$ cat config.mk
export PLATFORM = sky130hd
export DESIGN_NAME = ram_arbiter
export DESIGN_NICKNAME = d
export VERILOG_FILES = /design/src/rtl/ram_arbiter.sv
export SDC_FILE = /design/constraint.sdc
export NUM_CORES = 1
export LEC_CHECK = 0
export CAP_MARGIN = 0
export CORE_AREA = 2 2 77 79
export CTS_CLUSTER_SIZE = 10
export DETAILED_ROUTE_END_ITERATION = 16
export DIE_AREA = 0 0 79 81
export GPL_ROUTABILITY_DRIVEN = 0
export HOLD_SLACK_MARGIN = 0.08
export PLACE_DENSITY = 0.63
export SLEW_MARGIN = 20
export SYNTH_ARGS = -nofsm -noshare
export SYNTH_HDL_FRONTEND = slang
export SYNTH_SLANG_ARGS = --single-unit
$ cat constraint.sdc
create_clock -name clk -period 4.1 [get_ports clk]
set_input_delay 0.82 -clock clk [delete_from_list [all_inputs] [get_ports clk]]
set_output_delay 0.82 -clock clk [all_outputs]
set_load 0.1 [all_outputs]
$ cat src/rtl/ram_arbiter.sv
// ram_arbiter: shares the single port of the 16x8 data RAM between the CPU
// load/store path (port 0, cpu) and the host/debug port (port 1, host).
// Each accepted request runs IDLE -> ISSUE -> WAIT -> ACK. The tie-break is
// round-robin: the port not granted last wins.
// Ports:
//   clk, areset (async, active-low)
//   cpu_req/we/addr/wdata  -> cpu_ack, cpu_rdata, cpu_stall
//   host_req/we/addr/wdata -> host_ack, host_rdata
//   ram_en/we/addr/din -> RAM, ram_dout <- RAM (valid the cycle after ram_en)
//   busy: FSM not in IDLE
module ram_arbiter #(
  parameter int AW = 4,
  parameter int DW = 8
) (
  input  logic          clk,
  input  logic          areset,
  input  logic          cpu_req,
  input  logic          cpu_we,
  input  logic [AW-1:0] cpu_addr,
  input  logic [DW-1:0] cpu_wdata,
  output logic          cpu_ack,
  output logic [DW-1:0] cpu_rdata,
  output logic          cpu_stall,
  input  logic          host_req,
  input  logic          host_we,
  input  logic [AW-1:0] host_addr,
  input  logic [DW-1:0] host_wdata,
  output logic          host_ack,
  output logic [DW-1:0] host_rdata,
  output logic          ram_en,
  output logic          ram_we,
  output logic [AW-1:0] ram_addr,
  output logic [DW-1:0] ram_din,
  input  logic [DW-1:0] ram_dout,
  output logic          busy
);

  typedef enum logic [1:0] {IDLE, ISSUE, WAIT, ACK} state_t;
  typedef enum logic {PORT_CPU = 1'b0, PORT_HOST = 1'b1} port_t;

  state_t state, state_nxt;
  port_t  owner, last_grant, grant;
  logic   accept;
  logic   op_we;

  always_ff @(posedge clk or negedge areset) begin
    if (!areset) state <= IDLE;
    else         state <= state_nxt;
  end

  // Requests are only looked at in IDLE; ACK always returns to IDLE, so a
  // request still held after its ack is re-sampled as a new one.
  always_comb begin
    state_nxt = state;
    grant     = PORT_CPU;
    accept    = 1'b0;
    case (state)
      IDLE: begin
        if (cpu_req && host_req)
          grant = (last_grant == PORT_HOST) ? PORT_CPU : PORT_HOST;
        else if (host_req)
          grant = PORT_HOST;
        else
          grant = PORT_CPU;
        if (cpu_req || host_req) begin
          accept    = 1'b1;
          state_nxt = ISSUE;
        end
      end
      ISSUE:   state_nxt = WAIT;
      WAIT:    state_nxt = ACK;
      ACK:     state_nxt = IDLE;
      default: state_nxt = IDLE;
    endcase
  end

  // The RAM controls are loaded on the IDLE->ISSUE edge, so they come from
  // registers during ISSUE. ram_en/ram_we fall back to 0 one cycle later.
  always_ff @(posedge clk or negedge areset) begin
    if (!areset) begin
      owner      <= PORT_CPU;
      last_grant <= PORT_HOST;
      op_we      <= 1'b0;
      ram_en     <= 1'b0;
      ram_we     <= 1'b0;
      ram_addr   <= '0;
      ram_din    <= '0;
      cpu_ack    <= 1'b0;
      host_ack   <= 1'b0;
      cpu_rdata  <= '0;
      host_rdata <= '0;
    end else begin
      ram_en   <= 1'b0;
      ram_we   <= 1'b0;
      cpu_ack  <= 1'b0;
      host_ack <= 1'b0;
      if (accept) begin
        owner      <= grant;
        last_grant <= grant;
        ram_en     <= 1'b1;
        if (grant == PORT_HOST) begin
          op_we    <= host_we;
          ram_we   <= host_we;
          ram_addr <= host_addr;
          ram_din  <= host_wdata;
        end else begin
          op_we    <= cpu_we;
          ram_we   <= cpu_we;
          ram_addr <= cpu_addr;
          ram_din  <= cpu_wdata;
        end
      end
      if (state == WAIT) begin
        if (owner == PORT_HOST) begin
          host_ack <= 1'b1;
          if (!op_we) host_rdata <= ram_dout;
        end else begin
          cpu_ack <= 1'b1;
          if (!op_we) cpu_rdata <= ram_dout;
        end
      end
    end
  end

  assign cpu_stall = cpu_req && !cpu_ack;
  assign busy      = (state != IDLE);

endmodule

Yosys cells after proc, flatten, opt, wreduce, memory -nomap -nowiden
Cells that the tools add are included.
{"block": "classes", "n_eq_ne": 4, "n_mux": 17, "n_bitwise": 2, "reduce_logical": 8}
{"operator": "$mux W1", "count": 13}
{"operator": "$mux W8", "count": 1}
{"operator": "$pmux W2 S4", "count": 1}
{"operator": "$reduce_and A3 Y1", "count": 2}
{"operator": "$eq A2 B2 Y1 const B", "count": 2}
{"operator": "$mux W4", "count": 1}
{"operator": "$eq A2 B1 Y1 const B", "count": 1}
{"operator": "$logic_and A1 B1 Y1", "count": 2}
{"operator": "$logic_not A2 Y1", "count": 1}
{"operator": "$mux W2", "count": 1}
{"operator": "$ne A2 B2 Y1 const B", "count": 1}
{"operator": "$not A1 Y1", "count": 2}
{"operator": "$reduce_bool A2 Y1", "count": 1}
{"operator": "$logic_not A1 Y1", "count": 1}
{"operator": "$logic_or A1 B1 Y1", "count": 1}
{"block": "totals", "reg_bits": 37, "input_bits": 38, "output_inout_bits": 34, "word_cells": 43}

Depth between registers and ports, before layout
Gate-level depths: netlist (run 1).
{"block": "logic_depth", "word_depth": 5, "ltp_mapped": 7, "ltp_nobuf": 6}

Worst setup path after synthesis (run 1)
OpenSTA, ideal clock, no wires.
{"block": "synth_path", "path_kind": "register to output", "startpoint": "register cpu_ack", "endpoint": "output cpu_stall", "t_arrival_ps": 2211, "required_time_ps": 3280, "path_slack_ps": 1069, "path_stages_with_launch": 2, "n_path_buf": 0, "cell_sequence": "dfrtp_1 -> nor2b_1"}
{"block": "synth_between", "elab_chain_len": 2}
{"element": "from (decl)", "line": "21", "source": "output logic cpu_ack,"}
{"element": "from (signal assigned)", "line": "88", "source": "cpu_ack <= 1'b0;"}
{"element": "from (signal assigned)", "line": "95", "source": "cpu_ack <= 1'b0;"}
{"element": "from (signal assigned)", "line": "118", "source": "cpu_ack <= 1'b1;"}
{"element": "$logic_not A1 Y1", "line": "125", "source": "assign cpu_stall = cpu_req && !cpu_ack;"}
{"element": "$logic_and A1 B1 Y1", "line": "125"}
{"element": "to (decl)", "line": "23", "source": "output logic cpu_stall,"}
Every way passes these cells.

Worst setup path after layout (run 1)
{"block": "layout_path", "startpoint": "register state[1]", "endpoint": "output busy"}
{"block": "layout_between", "elab_chain_len": 1}
{"element": "from (decl)", "line": "41", "source": "state_t state, state_nxt;"}
{"element": "from (signal assigned)", "line": "48", "source": "else state <= state_nxt;"}
{"element": "$reduce_bool A2 Y1", "line": "126", "source": "assign busy = (state != IDLE);"}
{"element": "to (decl)", "line": "35", "source": "output logic busy"}
Every way passes these cells.

==> run summary, run 1 <==
Clock Sinks: 37
Total CTS buffers: 5
HP Start: owner
CTS Buffer Depth: 2
Primary FF master, synth: dfrtp_1
Die area: 6400 sq um
Largest net degree at the start of global routing: 38
Worst-Skew Late Latency: 0.28 ns
Port-buffer cells: 71
Area grow syn2layout: 51.3%
Footprint of the multi-input gates: 629 sq um
All-Layer GR Usage: 11.0%
Synthesized Nets: 179
# DRC: 0
Max Cap Viol: 0
Maximum clock rate: 342 MHz
Fin nets: 248
Hold Buf Count CTS: 0
YS warnings: 0
Number of antenna-violating nets in the routed design: 0
Final hold violation count: 0
Reg2reg end: cpu_rdata[6]
Reg clk slew, reported paths: 0.07 ns
HPWL after DPL: 2.47 mm
Post-Route Setup TNS: 0 ns
Grt total ovfl: 0
Register bit total from synthesis: 37
Async set-reset flop share out of synthesis: 100%
Layout cell share with drive strength beyond 1: 16.9%
Worst setup SP type: flop
Seq. cell area: 927 sq um
Worst Setup End Kind: primary output
Critical path data arrival time: 2.11 ns
Sequential fraction of the synthesis area: 57.1%
Synth unique cells: 23
Root Buffer: clkbuf_8
Wire length per cell: 12.0 um
Initial Util: 28.6%
Post-CTS sizing: 0
WHS Path Cells: 1
Die extent in y: 81 um
Worst Tran Pin Value: 1.02 ns
CTS HTree Levels: 2
Vias in the first global route: 1130
Drt first pass iters: 2
Slew Viols, Final: 0
R2r startpoint: state[0]
Fillers: 591
Rel. slew slack: 31.8%
Post-Route WL: 3.39 mm
Synthesized area per cell: 11.8 sq um
Chip width: 79 um
Ant diodes: 0
Via count: 1267
Dpl ws: 1.44 ns
Vias/cell: 4.49
Hold path endpoint: cpu_ack
Final setup vio count: 0
Antenna violations before repair: 0
Hold WC Path Type: flop to flop
Crit Path Class: flop to primary output
Outcome: complete, no violations
Number of synthesized flops with an enable pin: 0
Required time of the critical path: 3.28 ns
Core box area: 5680 sq um
Synthesized area: 1620 sq um
First-pass GRT wire length: 5.28 mm
Period utilization: 71.4%
CTS tree: yes
Final Hold Slack: 0.466 ns
Cells after synthesis: 138
R2r setup slk: 2.08 ns
Clock period minus worst slack: 2.93 ns
RSZ-0062 raised after global routing: false
Reg2Reg Depth: 5
Post-CTS Setup Repair Bufs: 0
IO Pins: 72
Crit-path max FO: 3
Num rows: 28
Final WS setup: 1.17 ns
Setup Skew: 0.00512 ns
1st-iter DRT viols: 24
cells by family (layout without fill, tap and decap cells):
group                      Yosys count  count (layout)  share of synthesized area (%)
AOI/OAI and AO/OA                   30              30                           10.3
muxes                               18              18                           12.4
buffers and inverters               13              82                           4.09
adders and majority gates            3               3                           2.31
and+or+nand+nor                     37              37                           13.8
DFF                                 37              37                           57.1
per-stage QoR:
step / util [%] / instance area, sq um / cells
final: 43.3 / 2450 / 282
after detailed placement: 41.7 / 2370 / 275
after global placement: 41.7 / 2370 / 275
after CTS: 43.3 / 2450 / 282
after floorplan: - / 1620 / 138
after global routing: 43.3 / 2450 / 282
cells in the final DEF (no fill, tap or decap):
cell type and count:
clkdlybuf4s50_1 69, nand2b_1 1, a31oi_1 13, inv_1 3
mux2i_1 1, dfstp_2 1, clkbuf_8 6, and2_4 1
clkbuf_1 1, clkinv_1 1, ha_1 3, nand2_1 3
buf_4 1, mux2_2 17, and2_1 1, or3_1 1
a21oi_1 1, o21ai_1 1, o21ai_0 15, dfrtp_1 36
or3b_2 8, nor2_1 14, buf_2 1, nor2b_1 3
or3b_1 5
layout make-up:
type                       count  area share [%]
timing repair buffer          71            28.6
multi-input combinational     88            25.6
clock buffer                   7            3.52
sequential                    37            37.8
tap                           75            3.82
inverter                       4           0.612
critical path, stage by stage, from the launching register on:
cell and delay, ns:
dfrtp_1 0.36, inv_1 0.06, ha_1 0.20, inv_1 0.07
clkdlybuf4s50_1 1.13
cells in the mapped netlist, drive strengths merged, types with 2 or more instances:
library cell | number | area (sq um)
nand2 | 3 | 11.3
nor2 | 14 | 52.6
o21ai | 16 | 80.1
clkbuf | 5 | 18.8
mux2 | 17 | 191
a31oi | 13 | 81.3
and2 | 2 | 15.0
ha | 3 | 37.5
inv | 3 | 11.3
buf | 4 | 32.5
or3b | 13 | 114
dfrtp | 36 | 901
nor2b | 3 | 18.8
metal layers:
layer  share of wire, %  GRT usage [%]  vias to the layer above
met1                 43           12.8                      580
met3                 11           5.78                        5
li1                   -              -                      627
met5                  0              0                        -
met2                 44           16.5                       55
met4                1.5           5.69                        0
how the worst max path moves through the flow:
stage,start,endpoint,cells after the start
finish,state[1],busy,4
floorplan,cpu_ack,cpu_stall,1
global route,state[0],busy,4
CTS,state[1],busy,4
detailed placement,cpu_req,ram_addr[3],5
global placement,state[0],busy,4
state kept, by name, summed over array words and instances (netlist names):
signal      count
last_grant      1
ram_we          1
host_ack        1
state           2
ram_en          1
cpu_rdata       8
owner           1
host_rdata      8
cpu_ack         1
op_we           1
ram_addr        4
ram_din         8
Power of run 1 is left out: the tool's default activity adds up to more than one toggle a clock period on the data nets, which glitch-free logic cannot reach.
==> inputs of run 2 (changes only) <==
==> constraint.sdc (replaced) <==
create_clock -name clk -period 3 [get_ports clk]
set_input_delay 0.6 -clock clk [delete_from_list [all_inputs] [get_ports clk]]
set_output_delay 0.6 -clock clk [all_outputs]
set_load 0.1 [all_outputs]
==> run 2 against run 1 <==
  * Non-clock buffer count up 1
  * Global-route usage increased by 0.33 points
  * Hold slack got worse by 0.056 ns
  * Clock-buffer cell count unchanged
  * Clock skew barely moved
  * Sequential share of layout area increased by 0.99 points
  * Critical endpoint is now cpu_stall
==> run summary, run 2 (synthesized netlist as in run 1, its figures left out) <==
CTS tree: yes
Fillers: 591 (unchanged)
Slew Viols, Final: 0 (unchanged)
Post-Route Setup TNS: 0 ns (unchanged)
Footprint of the multi-input gates: 629 sq um (unchanged)
HPWL after DPL: 2.49 mm (+0.83%)
Setup Skew: 0.00511 ns (-0.00000894 ns)
Die area: 6400 sq um (unchanged)
Worst Setup End Kind: primary output
Antenna violations before repair: 0 (unchanged)
Area after DPL: 2310 sq um (-2.6%)
Root Buffer: clkbuf_8
Initial Util: 28.6% (unchanged)
Hold Buf Count CTS: 0 (unchanged)
1st-iter DRT viols: 22 (-8.3%)
Crit Path Class: primary input to primary output
Post-CTS Setup Repair Bufs: 0 (unchanged)
Finished layout cell area: 2390 sq um (-2.5%)
Core box area: 5680 sq um (unchanged)
Num rows: 28 (unchanged)
First-pass GRT wire length: 5.56 mm (+5.4%)
IO Pins: 72 (unchanged)
Vias in the first global route: 1204 (+6.5%)
Chip width: 79 um (unchanged)
Max Cap Viol: 0 (unchanged)
Outcome: complete, no violations
Drt first pass iters: 2 (unchanged)
All-Layer GR Usage: 11.3% (+0.33 points)
Fin nets: 249 (+0.40%)
Worst-Skew Late Latency: 0.28 ns (about the same)
Port-buffer cells: 71 (unchanged)
Rel. slew slack: 45.5% (+14 points)
Largest net degree at the start of global routing: 38 (unchanged)
CTS HTree Levels: 2 (unchanged)
Most frequent cells in the layout: 36 x dfrtp_1, 36 x clkdlybuf4s50_1, 34 x buf_4
Final hold violation count: 0 (unchanged)
Final setup vio count: 0 (unchanged)
Via count: 1245 (-1.7%)
Clock period minus worst slack: 2.17 ns
Top Registers: cpu_rdata x8, host_rdata x8, ram_din x8
Crit-path max FO: 4 (+1)
Reg clk slew, reported paths: 0.07 ns (about the same)
Vias/cell: 4.40 (-2.1%)
Period utilization: 72.4%
Critical path data arrival time: 1.57 ns (-0.54 ns)
Worst setup SP type: primary input
Ant diodes: 0 (unchanged)
Clock Sinks: 37 (unchanged)
Seq. cell area: 927 sq um (unchanged)
Final Hold Slack: 0.410 ns (-0.0558 ns)
CTS Buffer Depth: 2 (unchanged)
Maximum clock rate: 460 MHz
Total CTS buffers: 5 (unchanged)
Number of antenna-violating nets in the routed design: 0 (unchanged)
RSZ-0062 raised after global routing: false
Required time of the critical path: 2.40 ns (-0.88 ns)
Worst Tran Pin Value: 0.817 ns (-0.203 ns)
Post-Route WL: 3.41 mm (+0.53%)
Grt total ovfl: 0 (unchanged)
Area grow syn2layout: 47.4%
# DRC: 0 (unchanged)
Wire length per cell: 12.0 um (+0.18%)
Layout cell share with drive strength beyond 1: 33.2% (+16 points)
Die extent in y: 81 um (unchanged)
Hold WC Path Type: primary input to async pin
R2r setup slk: 1.02 ns (-1.06 ns)
Post-CTS sizing: 0 (unchanged)
[run 2: cell types whose count changed in the layout (fill, tap and decap cells not counted), sizes merged]
cell           delta
clkdlybuf4s50    -33
buf              +34
[run 2: worst paths after layout]
| check | start | to | cells past startpoint |
|---|---|---|---|
| max | cpu_req | cpu_stall | 3 |
| min | areset | host_rdata[2] | 1 |
| max reg2reg | state[0] | cpu_rdata[1] | 5 |
| min reg2reg | owner | cpu_ack | 1 |
| max in group asynchronous | areset | ram_din[5] | 1 |
| min in group clk | owner | cpu_ack | 1 |
[run 2: routing by layer]
layer	global-route usage [%]	up-vias	wire, um
li1	-	622	-
met1	12.8	564	1510
met2	18.9	55	1550
met3	5.33	4	330
met4	3.79	0	18
met5	0	-	0
[run 2: metrics by stage]
stage	utilization, %	worst slack [ns]	std cells
floorplan	-	0.189	138
global placement	40.6	0.616	276
detailed placement	40.6	0.608	276
CTS	42.2	0.815	283
global route	42.2	0.777	283
finish	42.2	0.828	283
[run 2: final cells by class]
cell class              count  area share, %
flip-flops and latches     37           38.8
repair buffers             72           26.8
multi-input cells          88           26.3
well taps                  75           3.92
clock buffers               7           3.61
inverters                   4          0.628
[run 2: worst max-delay path: stages]
cell,delay (ns)
clkdlybuf4s50_1,0.53
nor2b_1,0.24
buf_12,0.21
Power of run 2 is left out for the same reason.
==> inputs of run 3 (changes only) <==
--- a/config.mk
+++ b/config.mk
@@ -12,7 +12,7 @@
 export DIE_AREA = 0 0 79 81
 export GPL_ROUTABILITY_DRIVEN = 0
 export HOLD_SLACK_MARGIN = 0.08
-export PLACE_DENSITY = 0.63
+export PLACE_DENSITY = 0.66
 export SLEW_MARGIN = 20
 export SYNTH_ARGS = -nofsm -noshare
 export SYNTH_HDL_FRONTEND = slang
==> constraint.sdc (replaced) <==
create_clock -name clk -period 1.8 [get_ports clk]
set_input_delay 0.36 -clock clk [delete_from_list [all_inputs] [get_ports clk]]
set_output_delay 0.36 -clock clk [all_outputs]
set_load 0.1 [all_outputs]
==> run 3 against run 2 <==
  * Clock skew about the same
  * Core utilization up 9.0 points
  * Die area unchanged
  * First-iteration DRC count down 23%
  * Non-clock buffer count up 5
  * Register-to-register slack worse by 0.84 ns
  * Critical endpoint unchanged
  * Sequential share of layout area down 6.8 points
==> run summary, run 3 (synthesized netlist as in run 1, its figures left out) <==
CTS Buffer Depth: 2 (unchanged)
Crit Path Class: primary input to primary output
Worst setup SP type: primary input
First-pass GRT wire length: 5.93 mm (+6.7%)
Vias in the first global route: 1340 (+11%)
Clock Sinks: 37 (unchanged)
R2r startpoint: state[0]
Final setup vio count: 0 (unchanged)
Period utilization: 93.0%
Slowest-stage cell, CP: clkdlybuf4s50_1
Wire length per cell: 12.3 um (+2.6%)
Post-CTS sizing: 0 (unchanged)
Crit path largest cell delay: 0.51 ns (-0.02 ns)
R2r setup slk: 0.18 ns (-0.84 ns)
Clock period minus worst slack: 1.67 ns
Setup Skew: 0.00552 ns (+0.000413 ns)
Ant diodes: 0 (unchanged)
Max Cap Viol: 0 (unchanged)
Largest net degree at the start of global routing: 38 (unchanged)
Die extent in y: 81 um (unchanged)
Worst-Skew Late Latency: 0.29 ns (about the same)
Met2 WL: 1.73 mm (+12%)
Core box area: 5680 sq um (unchanged)
Grt total ovfl: 0 (unchanged)
Outcome: complete, no violations
Die area: 6400 sq um (unchanged)
Drt first pass iters: 3 (+1)
Finished Layout Cells: 289 (+2.1%)
Worst Setup End Kind: primary output
Chip width: 79 um (unchanged)
Port-buffer cells: 71 (unchanged)
Final hold violation count: 0 (unchanged)
Post-CTS Setup Repair Bufs: 0 (unchanged)
Buf+Inv Stages, Crit Path: 3 (+1)
WL met3: 363 um (+10%)
Worst Tran Pin Value: 0.461 ns (-0.357 ns)
Reg2reg end: ram_din[0]
All-Layer GR Usage: 12.1% (+0.76 points)
Antenna violations before repair: 0 (unchanged)
DRT met1 WL: 1.42 mm (-6.1%)
Hold WC Path Type: primary input to async pin
Vias/cell: 4.48 (+1.9%)
Total CTS buffers: 5 (unchanged)
Hold Buf Count CTS: 0 (unchanged)
Via count: 1295 (+4.0%)
Num rows: 28 (unchanged)
Cell Chain, Critical Path: clkdlybuf4s50_1, buf_4, nor2b_4, buf_12
1st-iter DRT viols: 17 (-23%)
RSZ-0062 raised after global routing: false
Crit path max-delay family: buffers and inverters
IO Pins: 72 (unchanged)
Number of antenna-violating nets in the routed design: 0 (unchanged)
HPWL after DPL: 2.69 mm (+7.9%)
Crit-path max FO: 3 (-1)
Initial Util: 28.6% (unchanged)
Area grow syn2layout: 79.0%
# DRC: 0 (unchanged)
Maximum clock rate: 598 MHz
CTS tree: yes
Critical path data arrival time: 1.31 ns (-0.26 ns)
Layout cell share with drive strength beyond 1: 35.5% (+2.3 points)
Rel. slew slack: 69.3% (+24 points)
Reg2Reg Depth: 6 (+1)
Most frequent cells in the layout: 36 x dfrtp_1, 36 x clkdlybuf4s50_1, 36 x buf_12
Top layer in use: met4
Root Buffer: clkbuf_8
Top Registers: cpu_rdata x8, host_rdata x8, ram_din x8
Fillers: 512 (-13%)
CTS HTree Levels: 2 (unchanged)
DP Cell Count: 281 (+1.8%)
Slew Viols, Final: 0 (unchanged)
Post-Route WL: 3.57 mm (+4.8%)
Fin nets: 254 (+2.0%)
Reg clk slew, reported paths: 0.07 ns (about the same)
Required time of the critical path: 1.44 ns (-0.96 ns)
-- run 3: changes by cell type in the layout (fill, tap and decap cells not counted) --
cell	previous run	this run
buf_12	1	36
buf_4	34	4
bufinv_16	0	1
nor2b_1	3	2
nor2b_4	0	1
-- run 3: worst max path at each step --
stage,end,start,depth (start not counted)
3_3_place_gp,op_we,host_req,5
3_5_place_dp,op_we,host_req,5
5_1_grt,cpu_rdata[2],state[0],6
2_1_floorplan,state[1],state[0],5
6_report,cpu_stall,cpu_req,4
4_1_cts,cpu_stall,cpu_req,4
-- run 3: area by class of cell --
cell class                      count  area (sq um)  share of cell area, %
Inverter                            4          15.0                  0.517
Timing Repair Buffer               77          1120                   38.4
Sequential cell                    37           927                   31.9
Clock inverter                      1          30.0                   1.03
Multi-Input combinational cell     88           637                   21.9
Tap cell                           75          93.8                   3.23
Clock buffer                        7          86.3                   2.97
-- run 3: routing by layer --
| metal | track usage (%) | vias up |
|---|---|---|
| met1 | 13.3 | 604 |
| met3 | 5.67 | 8 |
| met5 | 0 | - |
| met4 | 4.66 | 0 |
| li1 | - | 628 |
| met2 | 20.4 | 55 |
-- run 3: metrics by stage --
step	hold slack, ns	TNS, ns	cell area [sq um]	utilization (%)	worst slack (ns)
finish	0.104	0	2910	51.2	0.126
CTS	0.125	0	2910	51.2	0.120
global route	0.155	0	2910	51.2	0.0391
detailed placement	0.435	-0.0793	2790	49.1	-0.0179
floorplan	0.0644	-0.0827	1630	-	-0.0827
global placement	0.433	-0.00377	2790	49.1	-0.00377
Power of run 3 is left out for the same reason.
